## config.mk

```make
export PLATFORM = sky130hd
export DESIGN_NAME = bcd_display_scan_flat
export DESIGN_NICKNAME = d
export VERILOG_FILES = /design/src/rtl/bcd_display_scan_if.sv /design/src/rtl/bcd_display_scan.sv /design/src/flat_wrapper.sv
export SDC_FILE = /design/constraint.sdc
export NUM_CORES = 1
export LEC_CHECK = 0
export ABC_CLOCK_PERIOD_IN_PS = 2100
export BUFFER_PORTS_ARGS = -buffer_cell sky130_fd_sc_hd__buf_2
export CORE_MARGIN = 2
export CORE_UTILIZATION = 54
export CTS_BUF_LIST = sky130_fd_sc_hd__clkbuf_4 sky130_fd_sc_hd__clkbuf_8
export DETAILED_ROUTE_END_ITERATION = 8
export PLACE_DENSITY = 0.78
export SYNTH_ARGS = -nofsm -noshare
export SYNTH_HDL_FRONTEND = slang
export SYNTH_SLANG_ARGS = --single-unit
```

## constraint.sdc

```tcl
create_clock -name clk -period 2.1 [get_ports clk]
set_clock_uncertainty 0.05 [all_clocks]
set_input_delay 0.525 -clock clk [delete_from_list [all_inputs] [get_ports clk]]
set_output_delay 0.525 -clock clk [all_outputs]
set_load 0.05 [all_outputs]
```

## src/rtl/bcd_display_scan_if.sv

```systemverilog
// ----------------------------------------------------------------------------
// bcd_display_scan_if
//   Bundles the data and display signals of bcd_display_scan.
//   master : the side that supplies BCD values and reads the display pins
//   slave  : the display scanner itself
// Signals
//   load        capture bcd_in into the pending register
//   bcd_in      packed BCD digits, [3:0] = digit 0 (least significant)
//   blank_lz    1: blank leading-zero digits
//   seg         segment bus {g,f,e,d,c,b,a}
//   an          one-hot digit enables
//   frame_done  one-cycle pulse when the scan wraps to digit 0
//   err         committed value holds a digit > 9
// ----------------------------------------------------------------------------
interface bcd_display_scan_if #(
    parameter int unsigned NUM_DIGITS = 2
);
    logic                    load;
    logic [4*NUM_DIGITS-1:0] bcd_in;
    logic                    blank_lz;
    logic [6:0]              seg;
    logic [NUM_DIGITS-1:0]   an;
    logic                    frame_done;
    logic                    err;

    modport master (
        output load, bcd_in, blank_lz,
        input  seg, an, frame_done, err
    );

    modport slave (
        input  load, bcd_in, blank_lz,
        output seg, an, frame_done, err
    );
endinterface

```

## src/rtl/bcd_display_scan.sv

```systemverilog
// ----------------------------------------------------------------------------
// bcd_display_scan
//   Time-multiplexed 7-segment display driver. A packed multi-digit BCD word
//   is captured into a pending register and committed to the display register
//   only at a frame boundary, so a frame never shows a mix of old and new
//   digits. One digit is scanned per slot of REFRESH_DIV clocks; the first
//   BLANK_CYCLES clocks of every slot keep all anodes off to avoid ghosting.
//   Leading zeros may be blanked; digits > 9 show '-' and raise err.
// Ports
//   clk   in  rising-edge clock
//   rst   in  asynchronous active-high reset
//   bus   slave modport of bcd_display_scan_if:
//         load, bcd_in, blank_lz in; seg, an, frame_done, err out
//   seg/an/frame_done are registered and reflect the scan state of the
//   previous cycle.
// ----------------------------------------------------------------------------
module bcd_display_scan #(
    parameter int unsigned NUM_DIGITS   = 2,
    parameter int unsigned REFRESH_DIV  = 1000,
    parameter int unsigned BLANK_CYCLES = 2,
    parameter bit          SEG_ACT_LOW  = 1'b1,
    parameter bit          AN_ACT_LOW   = 1'b1
) (
    input  logic                clk,
    input  logic                rst,
    bcd_display_scan_if.slave   bus
);

    localparam int unsigned CW = (REFRESH_DIV > 1) ? $clog2(REFRESH_DIV) : 1;
    localparam int unsigned IW = (NUM_DIGITS > 1) ? $clog2(NUM_DIGITS) : 1;
    localparam int unsigned DW = 4 * NUM_DIGITS;

    localparam logic [6:0]            SEG_OFF = {7{SEG_ACT_LOW}};
    localparam logic [NUM_DIGITS-1:0] AN_OFF  = {NUM_DIGITS{AN_ACT_LOW}};

    // Active-high gfedcba pattern for one BCD digit; 10..15 show '-'.
    function automatic logic [6:0] seg_encode(input logic [3:0] d);
        logic [6:0] s;
        case (d)
            4'd0:    s = 7'b0111111;
            4'd1:    s = 7'b0000110;
            4'd2:    s = 7'b1011011;
            4'd3:    s = 7'b1001111;
            4'd4:    s = 7'b1100110;
            4'd5:    s = 7'b1101101;
            4'd6:    s = 7'b1111101;
            4'd7:    s = 7'b0000111;
            4'd8:    s = 7'b1111111;
            4'd9:    s = 7'b1101111;
            default: s = 7'b1000000;
        endcase
        return s;
    endfunction

    // ------------------------------------------------------------------
    // Scan state
    // ------------------------------------------------------------------
    logic [CW-1:0] cnt;
    logic [IW-1:0] idx;
    logic          tc;
    logic          last_digit;
    logic          frame_edge;

    assign tc         = (cnt == CW'(REFRESH_DIV - 1));
    assign last_digit = (idx == IW'(NUM_DIGITS - 1));
    assign frame_edge = tc && last_digit;

    always_ff @(posedge clk or posedge rst) begin
        if (rst) begin
            cnt <= '0;
            idx <= '0;
        end else if (tc) begin
            cnt <= '0;
            idx <= last_digit ? '0 : idx + 1'b1;
        end else begin
            cnt <= cnt + 1'b1;
        end
    end

    // ------------------------------------------------------------------
    // Pending / display registers
    // ------------------------------------------------------------------
    logic [DW-1:0] pending;
    logic          pend_vld;
    logic [DW-1:0] display;
    logic          err_q;
    logic          pend_err;

    always_comb begin
        pend_err = 1'b0;
        for (int unsigned k = 0; k < NUM_DIGITS; k++) begin
            if (pending[4*k +: 4] > 4'd9) begin
                pend_err = 1'b1;
            end
        end
    end

    // A load on the frame-edge cycle writes pending while the commit reads
    // the old pending value, so the new load keeps pend_vld set and is
    // committed at the following frame edge.
    always_ff @(posedge clk or posedge rst) begin
        if (rst) begin
            pending  <= '0;
            pend_vld <= 1'b0;
            display  <= '0;
            err_q    <= 1'b0;
        end else begin
            if (frame_edge && pend_vld) begin
                display <= pending;
                err_q   <= pend_err;
            end
            if (bus.load) begin
                pending  <= bus.bcd_in;
                pend_vld <= 1'b1;
            end else if (frame_edge) begin
                pend_vld <= 1'b0;
            end
        end
    end

    // ------------------------------------------------------------------
    // Digit selection, leading-zero blanking and output decode
    // ------------------------------------------------------------------
    logic [NUM_DIGITS-1:0] lz_blank;
    logic                  zero_run;
    logic [3:0]            cur_digit;
    logic                  cur_blank;
    logic                  in_gap;
    logic                  lit;
    logic [NUM_DIGITS-1:0] an_hi;
    logic [6:0]            seg_hi;

    // Walk from the most significant digit down: a digit is blanked while
    // every digit above and including it is zero. Digit 0 always shows.
    always_comb begin
        zero_run = 1'b1;
        lz_blank = '0;
        for (int unsigned k = NUM_DIGITS; k > 0; k--) begin
            zero_run = zero_run && (display[4*(k-1) +: 4] == 4'd0);
            if (k > 1) begin
                lz_blank[k-1] = bus.blank_lz && zero_run;
            end
        end
    end

    always_comb begin
        cur_digit = '0;
        cur_blank = 1'b0;
        for (int unsigned k = 0; k < NUM_DIGITS; k++) begin
            if (idx == IW'(k)) begin
                cur_digit = display[4*k +: 4];
                cur_blank = lz_blank[k];
            end
        end
    end

    assign in_gap = (32'(cnt) < BLANK_CYCLES);
    assign lit    = !in_gap && !cur_blank;

    always_comb begin
        an_hi = '0;
        for (int unsigned k = 0; k < NUM_DIGITS; k++) begin
            an_hi[k] = lit && (idx == IW'(k));
        end
    end

    assign seg_hi = lit ? seg_encode(cur_digit) : 7'b0000000;

    // ------------------------------------------------------------------
    // Registered outputs
    // ------------------------------------------------------------------
    logic [6:0]            seg_q;
    logic [NUM_DIGITS-1:0] an_q;
    logic                  edge_q;
    logic                  fd_q;

    // edge_q marks the cycle the scan sits at digit 0 / count 0; delaying it
    // once more lines frame_done up with the registered an-off cycle.
    always_ff @(posedge clk or posedge rst) begin
        if (rst) begin
            seg_q  <= SEG_OFF;
            an_q   <= AN_OFF;
            edge_q <= 1'b0;
            fd_q   <= 1'b0;
        end else begin
            seg_q  <= seg_hi ^ SEG_OFF;
            an_q   <= an_hi ^ AN_OFF;
            edge_q <= frame_edge;
            fd_q   <= edge_q;
        end
    end

    assign bus.seg        = seg_q;
    assign bus.an         = an_q;
    assign bus.frame_done = fd_q;
    assign bus.err        = err_q;

endmodule

```

## src/flat_wrapper.sv

```systemverilog
// flat-port wrapper written by rule: the top's interface ports become plain ports
module bcd_display_scan_flat 
#(
    parameter int unsigned NUM_DIGITS   = 2,
    parameter int unsigned REFRESH_DIV  = 1000,
    parameter int unsigned BLANK_CYCLES = 2,
    parameter bit          SEG_ACT_LOW  = 1'b1,
    parameter bit          AN_ACT_LOW   = 1'b1
)
  (clk, rst, bus_load, bus_bcd_in, bus_blank_lz, bus_seg, bus_an, bus_frame_done, bus_err);
  bcd_display_scan_if #(.NUM_DIGITS(NUM_DIGITS)) bus_i ();
  input  logic clk;
  input  logic rst;
  input wire logic [$bits(bus_i.load)-1:0] bus_load;
  input wire logic [$bits(bus_i.bcd_in)-1:0] bus_bcd_in;
  input wire logic [$bits(bus_i.blank_lz)-1:0] bus_blank_lz;
  output wire logic [$bits(bus_i.seg)-1:0] bus_seg;
  output wire logic [$bits(bus_i.an)-1:0] bus_an;
  output wire logic [$bits(bus_i.frame_done)-1:0] bus_frame_done;
  output wire logic [$bits(bus_i.err)-1:0] bus_err;
  assign bus_i.load = bus_load;
  assign bus_i.bcd_in = bus_bcd_in;
  assign bus_i.blank_lz = bus_blank_lz;
  assign bus_seg = bus_i.seg;
  assign bus_an = bus_i.an;
  assign bus_frame_done = bus_i.frame_done;
  assign bus_err = bus_i.err;
  bcd_display_scan #(.NUM_DIGITS(NUM_DIGITS), .REFRESH_DIV(REFRESH_DIV), .BLANK_CYCLES(BLANK_CYCLES), .SEG_ACT_LOW(SEG_ACT_LOW), .AN_ACT_LOW(AN_ACT_LOW)) u_core (.clk(clk), .rst(rst), .bus(bus_i));
endmodule
```

==> results.md, run 1 <==
- Die W: 63.35 um
- Area leader, netlist: dfrtp_1
- Antenna violations before repair: 0
- Clock-pin slew on the worst setup and hold paths: 0.13 ns
- FF-to-FF Start: u_core.cnt[0]$_DFF_PP0_
- Cell Pwr Density: about 630 nW/um^2
- Startpoint type of the worst setup path: register
- Cell area after synthesis: 1902 sq um
- Hpwl dp: 2.328 mm
- CTS root buffer: clkbuf_4
- Post-CTS resize count: 0
- Grt ovf: 0
- # IOs: 23
- GP Congestion: 0.8214
- Area share of the largest cell type after synthesis: about two fifths
- WL per Instance: 13.75 um
- Core area: 3363 sq um
- Worst slew pin tran: 0.4736 ns
- Non-Filler Instances: around 230
- LEAKAGE: 1.045 nW
- Final setup vio count: 0
- Clk_lat worst skew: 0.36 ns
- Syn avg cell area: 12.27 sq um
- Hold Vio Cnt, Final: 0
- Sequential area share after synthesis: 53.22%
- Die Ht: 63.35 um
- Largest cells by area after synthesis: dfrtp_1 41%, dfstp_2 12%, mux2_4 7.1%
- EDFF count, synth: 0
- Vias: 1294
- Min Clock Period, post-route: 1.887 ns
- CTS tree: yes
- WP data required: between 2 and 2.5 ns
- Post-synth ARST share: 100.0%
- Grt met2 use: 27.89%
- H-tree depth: 2
- Fin. max-slew vios: 0
- Area growth, synth to finish: 13.22%
- Grt peak-use layer: met2
- CP Launch Point: u_core.cnt[0]$_DFF_PP0_
- Most frequent cells in the layout: 31 x dfrtp_1, 22 x buf_2, 12 x nor2_1
- DRT Wirelength: 3.176 mm
- Clock buffer depth: 2
- Setup crit end kind: register
- # Post-CTS Setup Buffers: 0
- Met3 Use GR: 5.714%
- Nets: 202
- Critical path class: register to register
- Share of cells above drive strength 1: 35.68%
- Global-route wire length before repair: ~5.5 mm
- Syn Nets: 173
- Die ar.: 4013 sq um
- Inst Count DP: 223
- Clk sinks: 40
- Residual DRC: 0
- Vias per cell: 5.602
- Synth warn: 0
- Total CTS buffers: 5
- Most common cell after layout, fill and taps aside: dfrtp_1
- Max Freq: 0.5300 GHz
- Hold WS: 0.1972 ns
- Routed Antenna Nets: 0
- Port bufs: 22
- Relative slew slack: 68.43%
- Cell Rows: 21
- Final worst-path cycle share: 89.85%
- GR Layer Usage met1: 21.50%
- Status: completed
- Hold-fix buffers, CTS: 0
- Yosys cell types: 39
- Overall routing resource usage: between 10% and 20%
- Worst Hold Class: input port to asynchronous set/reset pin
- Top FF cell, synth: dfrtp_1
- Initial Util: a little under three fifths
- Crit path DAT: 2.08 ns
- Largest net degree at the start of global routing: 41
- Max VDD drop: 0.3696 mV
- ANT cells: 0
- Register bit total from synthesis: 40
- Setup_tns: 0 ns
- TritonRoute pass-1 iters: 5
- Max FO, Critical Path: 9
- Initial DRC count: 76
- Max Cap Violations: 0
- Synthesized instance count: 155
- Number of fill cells: around 300
- RSZ-0062 raised after global routing: false
- Vias in the first global route: approximately 1300
[registers in the layout, indices dropped and copies added, names as in the netlist]
signal and count:
u_core.cnt 10, u_core.idx 1, u_core.pending 8, u_core.bus.an 2, u_core.bus.frame_done 1, u_core.bus.seg 7, u_core.display 8, u_core.edge_q 1
u_core.bus.err 1, u_core.pend_vld 1
[layer usage]
layer | part of all wire [%] | vias to the layer above
met5 | 0 | -
met2 | 47 | 54
met4 | 2.2 | 0
li1 | - | 618
met1 | 44 | 614
met3 | 7.2 | 8
[worst max-delay path, cell delays in order, from the launching register on]
cell,delay (ns)
dfrtp_1,0.38
ha_1,0.23
and4bb_1,0.28
nor3b_4,0.22
and3_4,0.32
mux2_4,0.31
[path summary, 6_finish.rpt]
kind,end,slack (ns),cells after the start
worst max-delay path,u_core.display[4]$_DFFE_PP0P_,0.21,5
worst min-delay path,u_core.bus.err$_DFFE_PP0P_,0.20,3
worst max register to register,u_core.display[4]$_DFFE_PP0P_,0.21,5
worst min register to register,u_core.bus.frame_done$_DFF_PP0_,0.32,0
max in group asynchronous,u_core.bus.an[0]$_DFF_PP1_,1.44,3
min in group clk,u_core.bus.frame_done$_DFF_PP0_,0.32,0
[where the power goes]
group | internal, W | total (W) | switching [W] | leakage (nW)
sequential | 0.000786 | 0.000797 | 0.0000104 | 0.488
clock | 0.000254 | 0.000516 | 0.000262 | 0.0454
combinational | 0.0000242 | 0.0000488 | 0.0000246 | 0.511
[cell usage after synthesis (all sizes together), types with 3 or more instances]
| library cell | instances |
|---|---|
| a211oi | 4 |
| a21o | 3 |
| a21oi | 4 |
| clkbuf | 3 |
| dfrtp | 31 |
| dfstp | 9 |
| ha | 6 |
| inv | 5 |
| mux2 | 19 |
| mux2i | 3 |
| nand2 | 10 |
| nand3 | 4 |
| nor2 | 12 |
| o21ai | 9 |
| xor2 | 4 |
[final cells by class]
class                      instances  area, sq um  area share (%)
tap                               46        57.56           2.673
timing repair buffer              26        140.1           6.508
clock buffer                       5        37.54           1.743
clock inverter                     3        47.55           2.208
sequential                        40         1012           47.01
multi-input combinational        106        839.6           38.99
inverter                           5        18.77          0.8716
[logic make-up after synthesis]
family	Yosys count	share of synthesized area, %
simple gates	42	12.17
flops	40	53.22
compound gates	30	10.66
mux	22	14.61
buf+inv	9	2.632
xor+xnor	6	2.763
fa+ha+maj	6	3.947
[stage by stage]
stage	total power, W	instance area, sq um	setup WS, ns	utilization, %
finish	0.001362	2153	0.2131	64.03
global route	0.001427	2153	0.1044	64.03
CTS	0.001377	2153	0.2113	64.03
detailed placement	0.0008616	2068	0.2269	61.50
global placement	0.0008588	2068	0.2752	61.50
floorplan	0.0008410	1903	0.02861	-
No activity file was read; power rests on OpenSTA's default activity.
==> inputs of run 2 (changes only) <==
--- a/config.mk
+++ b/config.mk
@@ -7,11 +7,13 @@
 export LEC_CHECK = 0
 export ABC_CLOCK_PERIOD_IN_PS = 2100
 export BUFFER_PORTS_ARGS = -buffer_cell sky130_fd_sc_hd__buf_2
+export CELL_PAD_IN_SITES_DETAIL_PLACEMENT = 1
+export CELL_PAD_IN_SITES_GLOBAL_PLACEMENT = 1
 export CORE_MARGIN = 2
-export CORE_UTILIZATION = 54
-export CTS_BUF_LIST = sky130_fd_sc_hd__clkbuf_4 sky130_fd_sc_hd__clkbuf_8
+export CORE_UTILIZATION = 43
+export CTS_BUF_LIST = sky130_fd_sc_hd__clkbuf_4
 export DETAILED_ROUTE_END_ITERATION = 8
-export PLACE_DENSITY = 0.78
+export PLACE_DENSITY_LB_ADDON = 0.1
 export SYNTH_ARGS = -nofsm -noshare
 export SYNTH_HDL_FRONTEND = slang
 export SYNTH_SLANG_ARGS = --single-unit
==> run 2 against run 1 <==
Against the previous run: utilization is 14 points lower; clock power shrank 24%; wire length up 15%; sequential share of layout area is 0.30 points higher; via count decreased by 0.23%; hold slack better by 0.019 ns; fmax is 1.4% lower; critical path type unchanged; largest power group unchanged.
==> results.md, run 2 (same netlist as run 1, synthesis figures left out) <==
- Overall routing resource usage: 16.49% (-1.3 points)
- Routed Antenna Nets: 0 (unchanged)
- DRT Wirelength: 3.667 mm (+15%)
- ANT cells: 0 (unchanged)
- Max VDD drop: 0.2733 mV (-26%)
- R2r setup slk: 0.19 ns (-0.03 ns)
- # IOs: 23 (unchanged)
- Vias: 1291 (-0.23%)
- Crit path DAT: 2.11 ns (+0.03 ns)
- Clock buffer depth: 2 (unchanged)
- Global-route wire length before repair: 6.430 mm (+17%)
- Relative slew slack: 67.81% (-0.62 points)
- Clock-pin slew on the worst setup and hold paths: 0.12 ns (about the same)
- Hold Vio Cnt, Final: 0 (unchanged)
- Port bufs: 22 (unchanged)
- R2R Path End: u_core.display[4]$_DFFE_PP0P_
- GP Congestion: 0.8623 (+5.0%)
- Inst Count DP: 230 (+3.1%)
- Max reg flops: 10 (unchanged)
- Residual DRC: 0 (unchanged)
- Critical path class: register to register
- FF-to-FF Start: u_core.cnt[0]$_DFF_PP0_
- Setup_tns: 0 ns (unchanged)
- Core area: 4294 sq um (+28%)
- Initial DRC count: 64 (-16%)
- Die Ht: 70.51 um (+11%)
- Biggest regs: u_core.cnt (10), u_core.display (8), u_core.pending (8)
- # Post-CTS Setup Buffers: 0 (unchanged)
- Fin. max-slew vios: 0 (unchanged)
- Hpwl dp: 2.708 mm (+16%)
- Hold WS: 0.2158 ns (+0.01861 ns)
- Post-CTS resize count: 0 (unchanged)
- Max Freq: 0.5225 GHz (-1.4%)
- Final Power: 0.001237 W (-9.1%)
- Max FO, Critical Path: 9 (unchanged)
- Antenna violations before repair: 0 (unchanged)
- Clk_lat worst skew: 0.35 ns (about the same)
- Vias per cell: 5.424 (-3.2%)
- CP Launch Point: u_core.cnt[0]$_DFF_PP0_
- Worst Hold Class: input port to asynchronous set/reset pin
- Die W: 70.51 um (+11%)
- Placed Area: 2083 sq um (+0.73%)
- Setup crit end kind: register
- Register with the most flip-flops: u_core.cnt
- Hold-fix buffers, CTS: 0 (unchanged)
- Area growth, synth to finish: 12.50%
- Most common cell after layout, fill and taps aside: dfrtp_1
- TritonRoute pass-1 iters: 4 (-1)
- H-tree depth: 2 (unchanged)
- Largest net degree at the start of global routing: 41 (unchanged)
- Reg2reg path depth: 5 (unchanged)
- Startpoint type of the worst setup path: register
- WP data required: 2.29 ns (about the same)
- Max Cap Violations: 0 (unchanged)
- WL per Instance: 15.41 um (+12%)
- Most frequent cells in the layout: 31 x dfrtp_1, 22 x buf_2, 12 x nor2_1
- Min Clock Period, post-route: 1.914 ns (+0.02713 ns)
- Cell Pwr Density: 578.3 nW/um^2 (-8.5%)
- RSZ-0062 raised after global routing: false
- Clk sinks: 40 (unchanged)
- LEAKAGE: 1.034 nW (-1.0%)
- Design area: 2140 sq um (-0.64%)
- Final setup vio count: 0 (unchanged)
- Final worst-path cycle share: 91.14% (+1.3 points)
- Die ar.: 4971 sq um (+24%)
- Grt ovf: 0 (unchanged)
- Initial Util: 44.29% (-12 points)
- Non-Filler Instances: 238 (+3.0%)
- CTS root buffer: clkbuf_4
- Cell Rows: 24 (+14%)
- Number of fill cells: 478 (+61%)
- Worst slew pin tran: 0.4829 ns (+0.009362 ns)
- Status: completed
- Vias in the first global route: 1311 (+3.6%)
- Nets: 203 (+0.50%)
- CTS tree: yes
- Total CTS buffers: 5 (unchanged)
- Share of cells above drive strength 1: 35.48% (-0.19 points)
-- run 2: cell count changes in the layout (fill, tap and decap cells not counted), sizes merged --
| cell | before | now |
|---|---|---|
| clkbuf | 5 | 6 |
| clkinv | 2 | 1 |
| bufinv | 1 | 0 |
| clkinvlp | 0 | 1 |
| buf | 26 | 27 |
-- run 2: layer usage --
layer / GRT usage, % / vias up / share of wire (%)
li1: - / 620 / -
met1: 21.48 / 627 / 46
met2: 26.00 / 36 / 47
met3: 4.906 / 8 / 5.3
met4: 6.410 / 0 / 2.2
met5: 0 / - / 0
-- run 2: cell type report --
cell class	instances	area, sq um	area share (%)
sequential	40	1012	47.31
multi-input combinational	106	839.6	39.24
timing repair buffer	27	147.6	6.901
tap	52	65.06	3.041
clock buffer	6	45.04	2.105
inverter	5	18.77	0.8772
clock inverter	2	11.26	0.5263
-- run 2: critical path: stages (launching register included) --
cell,delay (ns)
dfrtp_1,0.39
ha_1,0.23
and4bb_1,0.28
nor3b_4,0.22
and3_4,0.32
mux2_4,0.32
-- run 2: worst max path at each step --
stage / to / slack (ns) / cells past startpoint
after floorplan: u_core.bus.seg[5]$_DFF_PP1_ / 0.03 / 8
after global placement: u_core.display[1]$_DFFE_PP0P_ / 0.26 / 5
after detailed placement: u_core.display[4]$_DFFE_PP0P_ / 0.20 / 5
after CTS: u_core.display[4]$_DFFE_PP0P_ / 0.17 / 5
after global routing: u_core.display[4]$_DFFE_PP0P_ / 0.09 / 5
final: u_core.display[4]$_DFFE_PP0P_ / 0.19 / 5
-- run 2: stage by stage --
stage	utilization [%]	worst slack, ns
5_1_grt	49.83	0.09130
2_1_floorplan	-	0.02861
6_report	49.83	0.1860
3_3_place_gp	48.51	0.2613
3_5_place_dp	48.51	0.1991
4_1_cts	49.83	0.1722
-- run 2: power by group --
part / total [W] / internal (W) / switching [W]
Combinational: 0.0000492 / 0.0000242 / 0.0000249
Sequential: 0.000798 / 0.000786 / 0.0000111
Clock: 0.000391 / 0.000140 / 0.000250
==> inputs of run 3 (changes only) <==
--- a/config.mk
+++ b/config.mk
@@ -13,6 +13,7 @@
 export CORE_UTILIZATION = 43
 export CTS_BUF_LIST = sky130_fd_sc_hd__clkbuf_4
 export DETAILED_ROUTE_END_ITERATION = 8
+export GPL_TIMING_DRIVEN = 0
 export PLACE_DENSITY_LB_ADDON = 0.1
 export SYNTH_ARGS = -nofsm -noshare
 export SYNTH_HDL_FRONTEND = slang
==> run 3 against run 2 <==
Against the previous run: fmax fell by 5.9%; combinational power shrank 2%; die area unchanged; non-clock buffer count did not move; critical path type unchanged; hold slack better by 0.048 ns; largest cell class unchanged; highest routed layer unchanged; wire length grew 1.3%; count of clock-buffer cells in the layout did not move; sequential power hardly changed; worst setup slack lost 0.12 ns; cell count unchanged.
==> results.md, run 3 (same netlist as run 1, synthesis figures left out) <==
- Reg power frac: 59.0% (-5.5 points)
- Nets: 203 (unchanged)
- Vias in the first global route: 1342 (+2.4%)
- Design area: 2203 sq um (+3.0%)
- LEAKAGE: 1.047 nW (+1.3%)
- Setup crit end kind: register
- Max VDD drop: 0.3593 mV (+31%)
- Hold Vio Cnt, Final: 0 (unchanged)
- Overall routing resource usage: 16.53% (+0.036 points)
- Hold-fix buffers, CTS: 0 (unchanged)
- Pint: 0.001072 W (+13%)
- Hpwl dp: 2.677 mm (-1.2%)
- DRT Wirelength: 3.714 mm (+1.3%)
- Crit path DAT: 2.23 ns (+0.12 ns)
- Worst path setup slack after routing: 0.06578 ns (-0.1202 ns)
- Max Cap Violations: 0 (unchanged)
- Cell Rows: 24 (unchanged)
- CTS tree: yes
- TritonRoute pass-1 iters: 4 (unchanged)
- GP Congestion: 0.8346 (-3.2%)
- Min Clock Period, post-route: 2.034 ns (+0.1202 ns)
- Final worst-path cycle share: 96.87% (+5.7 points)
- Startpoint type of the worst setup path: register
- Die ar.: 4971 sq um (unchanged)
- H-tree depth: 2 (unchanged)
- Most frequent cells in the layout: 30 x dfrtp_1, 21 x buf_2, 12 x nor2_1
- Worst slew pin tran: 0.8090 ns (+0.3261 ns)
- Share of cells above drive strength 1: 38.71% (+3.2 points)
- Critical path class: register to register
- Hold WS: 0.2639 ns (+0.04810 ns)
- Worst Hold Class: input port to asynchronous set/reset pin
- Total CTS buffers: 5 (unchanged)
- Die W: 70.51 um (unchanged)
- Largest net degree at the start of global routing: 41 (unchanged)
- Max Freq: 0.4916 GHz (-5.9%)
- Relative slew slack: 45.99% (-22 points)
- Clk pwr share: 37.5% (+5.9 points)
- Global-route wire length before repair: 6.320 mm (-1.7%)
- Routed Antenna Nets: 0 (unchanged)
- Max FO, Critical Path: 9 (unchanged)
- ANT cells: 0 (unchanged)
- Antenna violations before repair: 0 (unchanged)
- Initial DRC count: 53 (-17%)
- Placed Area: 2073 sq um (-0.48%)
- Util after Layout: 51.31% (+1.5 points)
- Clk_lat worst skew: 0.35 ns (about the same)
- Clk sinks: 40 (unchanged)
- Gate power share: 3.6% (-0.4 points)
- Net Sw Frac: 20.72% (-2.4 points)
- CTS root buffer: clkbuf_4
- Vias per cell: 5.429 (about the same)
- Biggest regs: u_core.cnt (10), u_core.display (8), u_core.pending (8)
- Grt ovf: 0 (unchanged)
- NetSw: 0.0002801 W (-2.1%)
- Max reg flops: 10 (unchanged)
- Pre-CTS setup slack: -0.3023 ns (-0.5014 ns)
- Final setup vio count: 0 (unchanged)
- Final Power: 0.001352 W (+9.2%)
- Vias: 1292 (+0.077%)
- Status: completed
- Clock buffer depth: 2 (unchanged)
- Core area: 4294 sq um (unchanged)
- Register with the most flip-flops: u_core.cnt
- Cell Pwr Density: 613.4 nW/um^2 (+6.1%)
- # IOs: 23 (unchanged)
- Residual DRC: 0 (unchanged)
- Fin. max-slew vios: 0 (unchanged)
- WL per Instance: 15.61 um (+1.3%)
- Most common cell after layout, fill and taps aside: dfrtp_1
- Clock-pin slew on the worst setup and hold paths: 0.11 ns (about the same)
- Initial Util: 44.29% (unchanged)
- Area growth, synth to finish: 15.86%
- Die Ht: 70.51 um (unchanged)
- Port bufs: 21 (-4.5%)
- WP data required: 2.29 ns (about the same)
-- run 3: per-layer routing --
metal / part of all wire (%) / track usage (%)
met1: 46 / 19.98
met2: 48 / 27.36
met3: 4.8 / 5.339
met4: 1.7 / 6.624
met5: 0 / 0
-- run 3: worst paths after layout --
check                                        startpoint                         endpoint  slack (ns)  cells past startpoint
worst max-delay path            u_core.cnt[1]$_DFF_PP0_    u_core.display[1]$_DFFE_PP0P_        0.07                      6
worst min register to register  u_core.edge_q$_DFF_PP0_  u_core.bus.frame_done$_DFF_PP0_        0.32                      0
worst min-delay path                                rst          u_core.cnt[0]$_DFF_PP0_        0.26                      2
worst max register to register  u_core.cnt[1]$_DFF_PP0_    u_core.display[1]$_DFFE_PP0P_        0.07                      6
max in group asynchronous                           rst           u_core.idx$_DFFE_PP0N_        1.17                      2
min in group clk                u_core.edge_q$_DFF_PP0_  u_core.bus.frame_done$_DFF_PP0_        0.32                      0
-- run 3: power groups by stage --
stage,sequential [W],combinational (W),clock (W)
2_1_floorplan,0.000807,0.0000335,0
3_3_place_gp,0.000811,0.0000467,0
3_5_place_dp,0.000813,0.0000501,0
4_1_cts,0.000798,0.0000502,0.000526
5_1_grt,0.000800,0.0000569,0.000562
6_report,0.000797,0.0000481,0.000507
-- run 3: area by class of cell --
cell class / instances / area [sq um]
fillers: 469 / 2091
flip-flops and latches: 40 / 1013
multi-input cells: 106 / 867.1
repair buffers: 24 / 127.6
well taps: 52 / 65.06
clock buffers: 6 / 45.04
clock inverters: 2 / 35.03
plain buffers: 3 / 31.28
inverters: 5 / 18.77
-- run 3: critical path: stages (launching register included) --
cell      delay, ns
dfrtp_1        0.40
ha_2           0.23
and4bb_2       0.30
nor3b_4        0.28
and3_4         0.23
buf_12         0.13
mux2_4         0.30
-- run 3: repair_timing --
item	4_1_cts	5_1_grt
endpoints found under the setup margin	16	14
hold endpoints to repair	0	0
gates resized for setup	3	6
buffers inserted	1	2
-- run 3: metrics by stage --
stage	TNS [ns]	instances
2_1_floorplan	0	155
3_3_place_gp	-1.396	228
3_5_place_dp	-2.267	228
4_1_cts	0	236
5_1_grt	-0.1057	238
6_report	0	238
